## src/rtl/cache_fill_sequencer_if.sv

```systemverilog
// cache_fill_sequencer_if: miss, victim and bus handshake bundle of the fill sequencer
interface cache_fill_sequencer_if #(
  parameter int NUMWAYS = 4,
  parameter int LINELEN = 256,
  parameter int BUSW    = 64
);
  localparam int BEATW = $clog2(LINELEN / BUSW);
  logic               CacheMiss;
  logic               FlushStage;
  logic [NUMWAYS-1:0] VictimWay;
  logic               VictimDirty;
  logic               BusReady;
  logic               BusRead;
  logic               BusWrite;
  logic [BEATW-1:0]   BeatCount;
  logic [NUMWAYS-1:0] FillWay;
  logic               FillWordEn;
  logic               SetValid;
  logic               ClearDirty;
  logic               LFSRWriteEn;
  logic               CacheStall;
  modport slave (
    input  CacheMiss, FlushStage, VictimWay, VictimDirty, BusReady,
    output BusRead, BusWrite, BeatCount, FillWay, FillWordEn,
           SetValid, ClearDirty, LFSRWriteEn, CacheStall
  );
  modport master (
    output CacheMiss, FlushStage, VictimWay, VictimDirty, BusReady,
    input  BusRead, BusWrite, BeatCount, FillWay, FillWordEn,
           SetValid, ClearDirty, LFSRWriteEn, CacheStall
  );
endinterface

```

## src/rtl/cache_fill_sequencer.sv

```systemverilog
// cache_fill_sequencer: victim writeback, beat-wise line fill and replacement-state commit after a miss
module cache_fill_sequencer #(
  parameter int NUMWAYS = 4,
  parameter int LINELEN = 256,
  parameter int BUSW    = 64
) (
  input logic                   clk,
  input logic                   reset_n,
  cache_fill_sequencer_if.slave bus
);
  localparam int BEATS = LINELEN / BUSW;
  localparam int BEATW = $clog2(BEATS);
  typedef enum logic [2:0] {IDLE, WRITEBACK, FILL, COMMIT, REPLAY} state_t;
  state_t             state_q, state_d;
  logic [BEATW-1:0]   cnt_q, cnt_d;
  logic [NUMWAYS-1:0] way_q, way_d;
  logic               accept, last;
  assign accept = reset_n & (state_q == IDLE) & bus.CacheMiss & ~bus.FlushStage;
  assign last   = cnt_q == BEATW'(BEATS - 1);
  // state, beat counter and captured victim way
  always_ff @(posedge clk) begin
    if (!reset_n) begin
      state_q <= IDLE;
      cnt_q   <= '0;
      way_q   <= '0;
    end else begin
      state_q <= state_d;
      cnt_q   <= cnt_d;
      way_q   <= way_d;
    end
  end
  // next-state: bus states advance only on completed beats and leave on the last one
  always_comb begin
    state_d = state_q;
    cnt_d   = cnt_q;
    way_d   = way_q;
    case (state_q)
      IDLE: if (accept) begin
        way_d   = bus.VictimWay;
        cnt_d   = '0;
        state_d = bus.VictimDirty ? WRITEBACK : FILL;
      end
      WRITEBACK: if (bus.BusReady) begin
        cnt_d   = cnt_q + 1'b1;
        state_d = last ? FILL : WRITEBACK;
      end
      FILL: if (bus.BusReady) begin
        cnt_d   = cnt_q + 1'b1;
        state_d = last ? COMMIT : FILL;
      end
      COMMIT:  state_d = REPLAY;
      default: state_d = IDLE;
    endcase
  end
  assign bus.BusRead     = reset_n & (state_q == FILL);
  assign bus.BusWrite    = reset_n & (state_q == WRITEBACK);
  assign bus.FillWordEn  = bus.BusRead & bus.BusReady;
  assign bus.SetValid    = reset_n & (state_q == COMMIT);
  assign bus.ClearDirty  = bus.SetValid;
  assign bus.LFSRWriteEn = bus.SetValid;
  assign bus.BeatCount   = reset_n ? cnt_q : '0;
  assign bus.FillWay     = reset_n ? way_q : '0;
  assign bus.CacheStall  = accept | bus.BusWrite | bus.BusRead | bus.SetValid;
endmodule

```

## src/flat_wrapper.sv

```systemverilog
// flat-port wrapper written by rule: the top's interface ports become plain ports
module cache_fill_sequencer_flat 
#(
  parameter int NUMWAYS = 4,
  parameter int LINELEN = 256,
  parameter int BUSW    = 64
)
  (clk, reset_n, bus_CacheMiss, bus_FlushStage, bus_VictimWay, bus_VictimDirty, bus_BusReady, bus_BusRead, bus_BusWrite, bus_BeatCount, bus_FillWay, bus_FillWordEn, bus_SetValid, bus_ClearDirty, bus_LFSRWriteEn, bus_CacheStall);
  cache_fill_sequencer_if #(.NUMWAYS(NUMWAYS), .LINELEN(LINELEN), .BUSW(BUSW)) bus_i ();
  input logic clk;
  input logic reset_n;
  input wire logic [$bits(bus_i.CacheMiss)-1:0] bus_CacheMiss;
  input wire logic [$bits(bus_i.FlushStage)-1:0] bus_FlushStage;
  input wire logic [$bits(bus_i.VictimWay)-1:0] bus_VictimWay;
  input wire logic [$bits(bus_i.VictimDirty)-1:0] bus_VictimDirty;
  input wire logic [$bits(bus_i.BusReady)-1:0] bus_BusReady;
  output wire logic [$bits(bus_i.BusRead)-1:0] bus_BusRead;
  output wire logic [$bits(bus_i.BusWrite)-1:0] bus_BusWrite;
  output wire logic [$bits(bus_i.BeatCount)-1:0] bus_BeatCount;
  output wire logic [$bits(bus_i.FillWay)-1:0] bus_FillWay;
  output wire logic [$bits(bus_i.FillWordEn)-1:0] bus_FillWordEn;
  output wire logic [$bits(bus_i.SetValid)-1:0] bus_SetValid;
  output wire logic [$bits(bus_i.ClearDirty)-1:0] bus_ClearDirty;
  output wire logic [$bits(bus_i.LFSRWriteEn)-1:0] bus_LFSRWriteEn;
  output wire logic [$bits(bus_i.CacheStall)-1:0] bus_CacheStall;
  assign bus_i.CacheMiss = bus_CacheMiss;
  assign bus_i.FlushStage = bus_FlushStage;
  assign bus_i.VictimWay = bus_VictimWay;
  assign bus_i.VictimDirty = bus_VictimDirty;
  assign bus_i.BusReady = bus_BusReady;
  assign bus_BusRead = bus_i.BusRead;
  assign bus_BusWrite = bus_i.BusWrite;
  assign bus_BeatCount = bus_i.BeatCount;
  assign bus_FillWay = bus_i.FillWay;
  assign bus_FillWordEn = bus_i.FillWordEn;
  assign bus_SetValid = bus_i.SetValid;
  assign bus_ClearDirty = bus_i.ClearDirty;
  assign bus_LFSRWriteEn = bus_i.LFSRWriteEn;
  assign bus_CacheStall = bus_i.CacheStall;
  cache_fill_sequencer #(.NUMWAYS(NUMWAYS), .LINELEN(LINELEN), .BUSW(BUSW)) u_core (.clk(clk), .reset_n(reset_n), .bus(bus_i));
endmodule
```

## config.mk

```make
export PLATFORM = sky130hd
export DESIGN_NAME = cache_fill_sequencer_flat
export DESIGN_NICKNAME = d
export VERILOG_FILES = /design/src/rtl/cache_fill_sequencer_if.sv /design/src/rtl/cache_fill_sequencer.sv /design/src/flat_wrapper.sv
export SDC_FILE = /design/constraint.sdc
export NUM_CORES = 1
export LEC_CHECK = 0
export CORE_MARGIN = 2
export CORE_UTILIZATION = 40
export DETAILED_ROUTE_END_ITERATION = 10
export PLACE_DENSITY = 0.77
export SLEW_MARGIN = 10
export SYNTH_ARGS = -nofsm -noshare
export SYNTH_HDL_FRONTEND = slang
export SYNTH_SLANG_ARGS = --single-unit
```

## constraint.sdc

```tcl
create_clock -name clk -period 2 [get_ports clk]
set_clock_uncertainty 0.05 [all_clocks]
set_input_delay 0.3 -clock clk [delete_from_list [all_inputs] [get_ports clk]]
set_output_delay 0.3 -clock clk [all_outputs]
set_load 0.03 [all_outputs]
```

==> results.ini <==
[worst_setup_path]
crit_type=flop to primary output
reg2reg_slack_ns=0.51
endpoint_kind=primary output
required_ns=1.65
r2r-start=u_core.state_q[2]$_SDFFE_PN0P_
crit_end=bus_BusWrite
crit_path_start_kind=flop
arrival_ns=1.52
r2r_cells=4
timing.rr.end=u_core.way_q[2]$_SDFFE_PN0P_
crit_start=u_core.state_q[0]$_SDFFE_PN0P_
crit_fanout=14

[global_route]
grt.total_usage_pct=16.3
antenna_found_initial=0
overflow=0
grt_max_degree=17
first_global_vias=520
grt_pass1_wl_um=2200

[detailed_routing]
dr.pass1.iters=4
drt-total-wl_um=1340
dr_total_vias=598
drt_iter0_markers=12
drc=0
routedWlPerCell_um=12.3
via_per_inst=5.49
ant_nets=0

[sta]
slew_viol_final=0
setup-violations-final=0
min_period_ns=1.87
slew_headroom_pct=68.7
post-route-period-util_pct=93.3
clock.fmax_mhz=536
finalHoldViolations=0
worst_pin_slew_ns=0.469
rsz0062_at_grt=no
fin_setup_tns_ns=0

[floorplanning]
fp.dieH_um=42.5
io-pin-count=23
die_area_um2=1810
rows=13
start_util_pct=44.0
die_w_um=42.5
core-area_um2=1350

[logic_synthesis]
syn-num-nets=82
synth.top_cells.by_area=dfxtp_1, mux2i_1, nor2b_1, nor2_1, and2_1
syn_inst=71
synth_area_per_cell_um2=8.37
synth_cell_types=29
seq_area_frac_synth_pct=30.3
syn_area_um2=594
synth.top_cell.area_share_pct=30.3
yosys_warnings=0
synth.largest_area_cell=dfxtp_1
ys_seq_elements=9

[power_and_ir_drop]
power_density_nw_per_um2=514
leakage_nw=0.353
ir_drop_uv=211
power_w=0.000417

[cells_and_area]
final_util_pct=60.1
area_growth_syn_to_layout_pct=36.6
multi_input_area_um2=369
drive_gt1_share_pct=25.5
final_cell_mix=buf_4, clkdlybuf4s50_1, dfxtp_1
regArea_um2=180
fill_cells=137
final_common_cell=buf_4
antenna_cells=0
instances_no_fill=109
final_nets=106

[place]
hpwl_um=1010
dp_cells=105
gp_congestion=0.741
port_buffers=22

[clock_tree]
cts_setup_buffers=0
htreeDepth=1
postCtsHoldBufs=0
cts_tree=yes
post_cts_resized=0
clock_latency_ns=0.26
cts.sinks=9
cts_buffer_depth=2
cts_root_buffer=clkbuf_4
cts_buffers=3
path_clk_slew_ns=0.06

[hold_path]
hold_path_class=flop to flop

[job]
cap_violations=0

[run_status]
outcome=completed

-- power by group --
part | internal, W | total, W | switching, W
registers | 0.000185 | 0.000195 | 0.00000968
clock network | 0.0000769 | 0.000140 | 0.0000631
logic | 0.0000440 | 0.0000824 | 0.0000384
-- cell usage after synthesis --
| master | instances |
|---|---|
| nand2b_4 | 1 |
| clkbuf_1 | 3 |
| o31a_1 | 1 |
| buf_6 | 1 |
| a221oi_1 | 1 |
| or4_4 | 1 |
| a211o_1 | 1 |
| o311ai_0 | 1 |
| nor2b_1 | 5 |
| a221o_2 | 1 |
| ha_1 | 1 |
| nor3_1 | 2 |
| nand4b_1 | 1 |
| inv_1 | 2 |
| nor2_1 | 7 |
| nand2_1 | 4 |
| o21ai_0 | 4 |
| nor4b_1 | 2 |
| and2_1 | 4 |
| or2b_1 | 1 |
| buf_4 | 2 |
| a22o_1 | 1 |
| mux2i_1 | 5 |
| o41ai_1 | 1 |
| dfxtp_1 | 9 |
| and2_2 | 2 |
| a21oi_1 | 4 |
| nand3b_1 | 2 |
| and3_1 | 1 |
-- worst min-delay path by stage --
stage	to	from	slack, ns	cells past startpoint
2_1_floorplan	u_core.cnt_q[1]$_SDFFE_PN0P_	reset_n	0.39	1
3_3_place_gp	u_core.way_q[1]$_SDFFE_PN0P_	u_core.way_q[1]$_SDFFE_PN0P_	0.44	2
3_5_place_dp	u_core.way_q[1]$_SDFFE_PN0P_	u_core.way_q[1]$_SDFFE_PN0P_	0.45	2
4_1_cts	u_core.way_q[1]$_SDFFE_PN0P_	u_core.way_q[1]$_SDFFE_PN0P_	0.47	2
5_1_grt	u_core.way_q[2]$_SDFFE_PN0P_	u_core.way_q[2]$_SDFFE_PN0P_	0.51	2
6_report	u_core.way_q[1]$_SDFFE_PN0P_	u_core.way_q[1]$_SDFFE_PN0P_	0.46	2
-- registers in the layout, summed over array words and instances, names as in the netlist --
signal / count
u_core.way_q: 4
u_core.state_q: 3
u_core.cnt_q: 2
-- stage by stage --
| stage | setup slack (ns) | hold slack [ns] | area, µm² |
|---|---|---|---|
| 2_1_floorplan | 0.0822 | 0.392 | 594 |
| 3_3_place_gp | 0.112 | 0.439 | 786 |
| 3_5_place_dp | 0.0878 | 0.451 | 786 |
| 4_1_cts | 0.131 | 0.467 | 812 |
| 5_1_grt | 0.0349 | 0.512 | 812 |
| 6_report | 0.134 | 0.460 | 812 |
-- cells by family after synthesis --
kind of cell,count (synthesis),synth area share [%]
DFF,9,30.3
adders and majority gates,1,2.10
AOI/OAI and AO/OA,15,17.5
and+or+nand+nor,33,34.1
muxes,5,8.42
buffers and inverters,8,7.58
-- worst max-delay path, stage by stage (launching register included) --
cell and delay, ns:
dfxtp_1 0.59, inv_1 0.22, nor3_1 0.25, buf_4 0.20
-- cell type report --
cell class / instances / share of cell area [%]
Multi-Input combinational cell: 54 / 45.5
Tap cell: 15 / 2.31
Timing Repair Buffer: 25 / 25.9
Inverter: 2 / 0.924
Clock buffer: 4 / 3.24
Sequential cell: 9 / 22.2
-- routing by layer --
| metal | vias to the layer above | GRT usage (%) | part of all wire (%) |
|---|---|---|---|
| met5 | - | 0 | 0 |
| met4 | 0 | 7.50 | 1.3 |
| met3 | 2 | 4.74 | 8.9 |
| met2 | 22 | 27.7 | 46 |
| met1 | 277 | 18.6 | 44 |
| li1 | 297 | - | - |
Power figures use the tool's default switching activity.
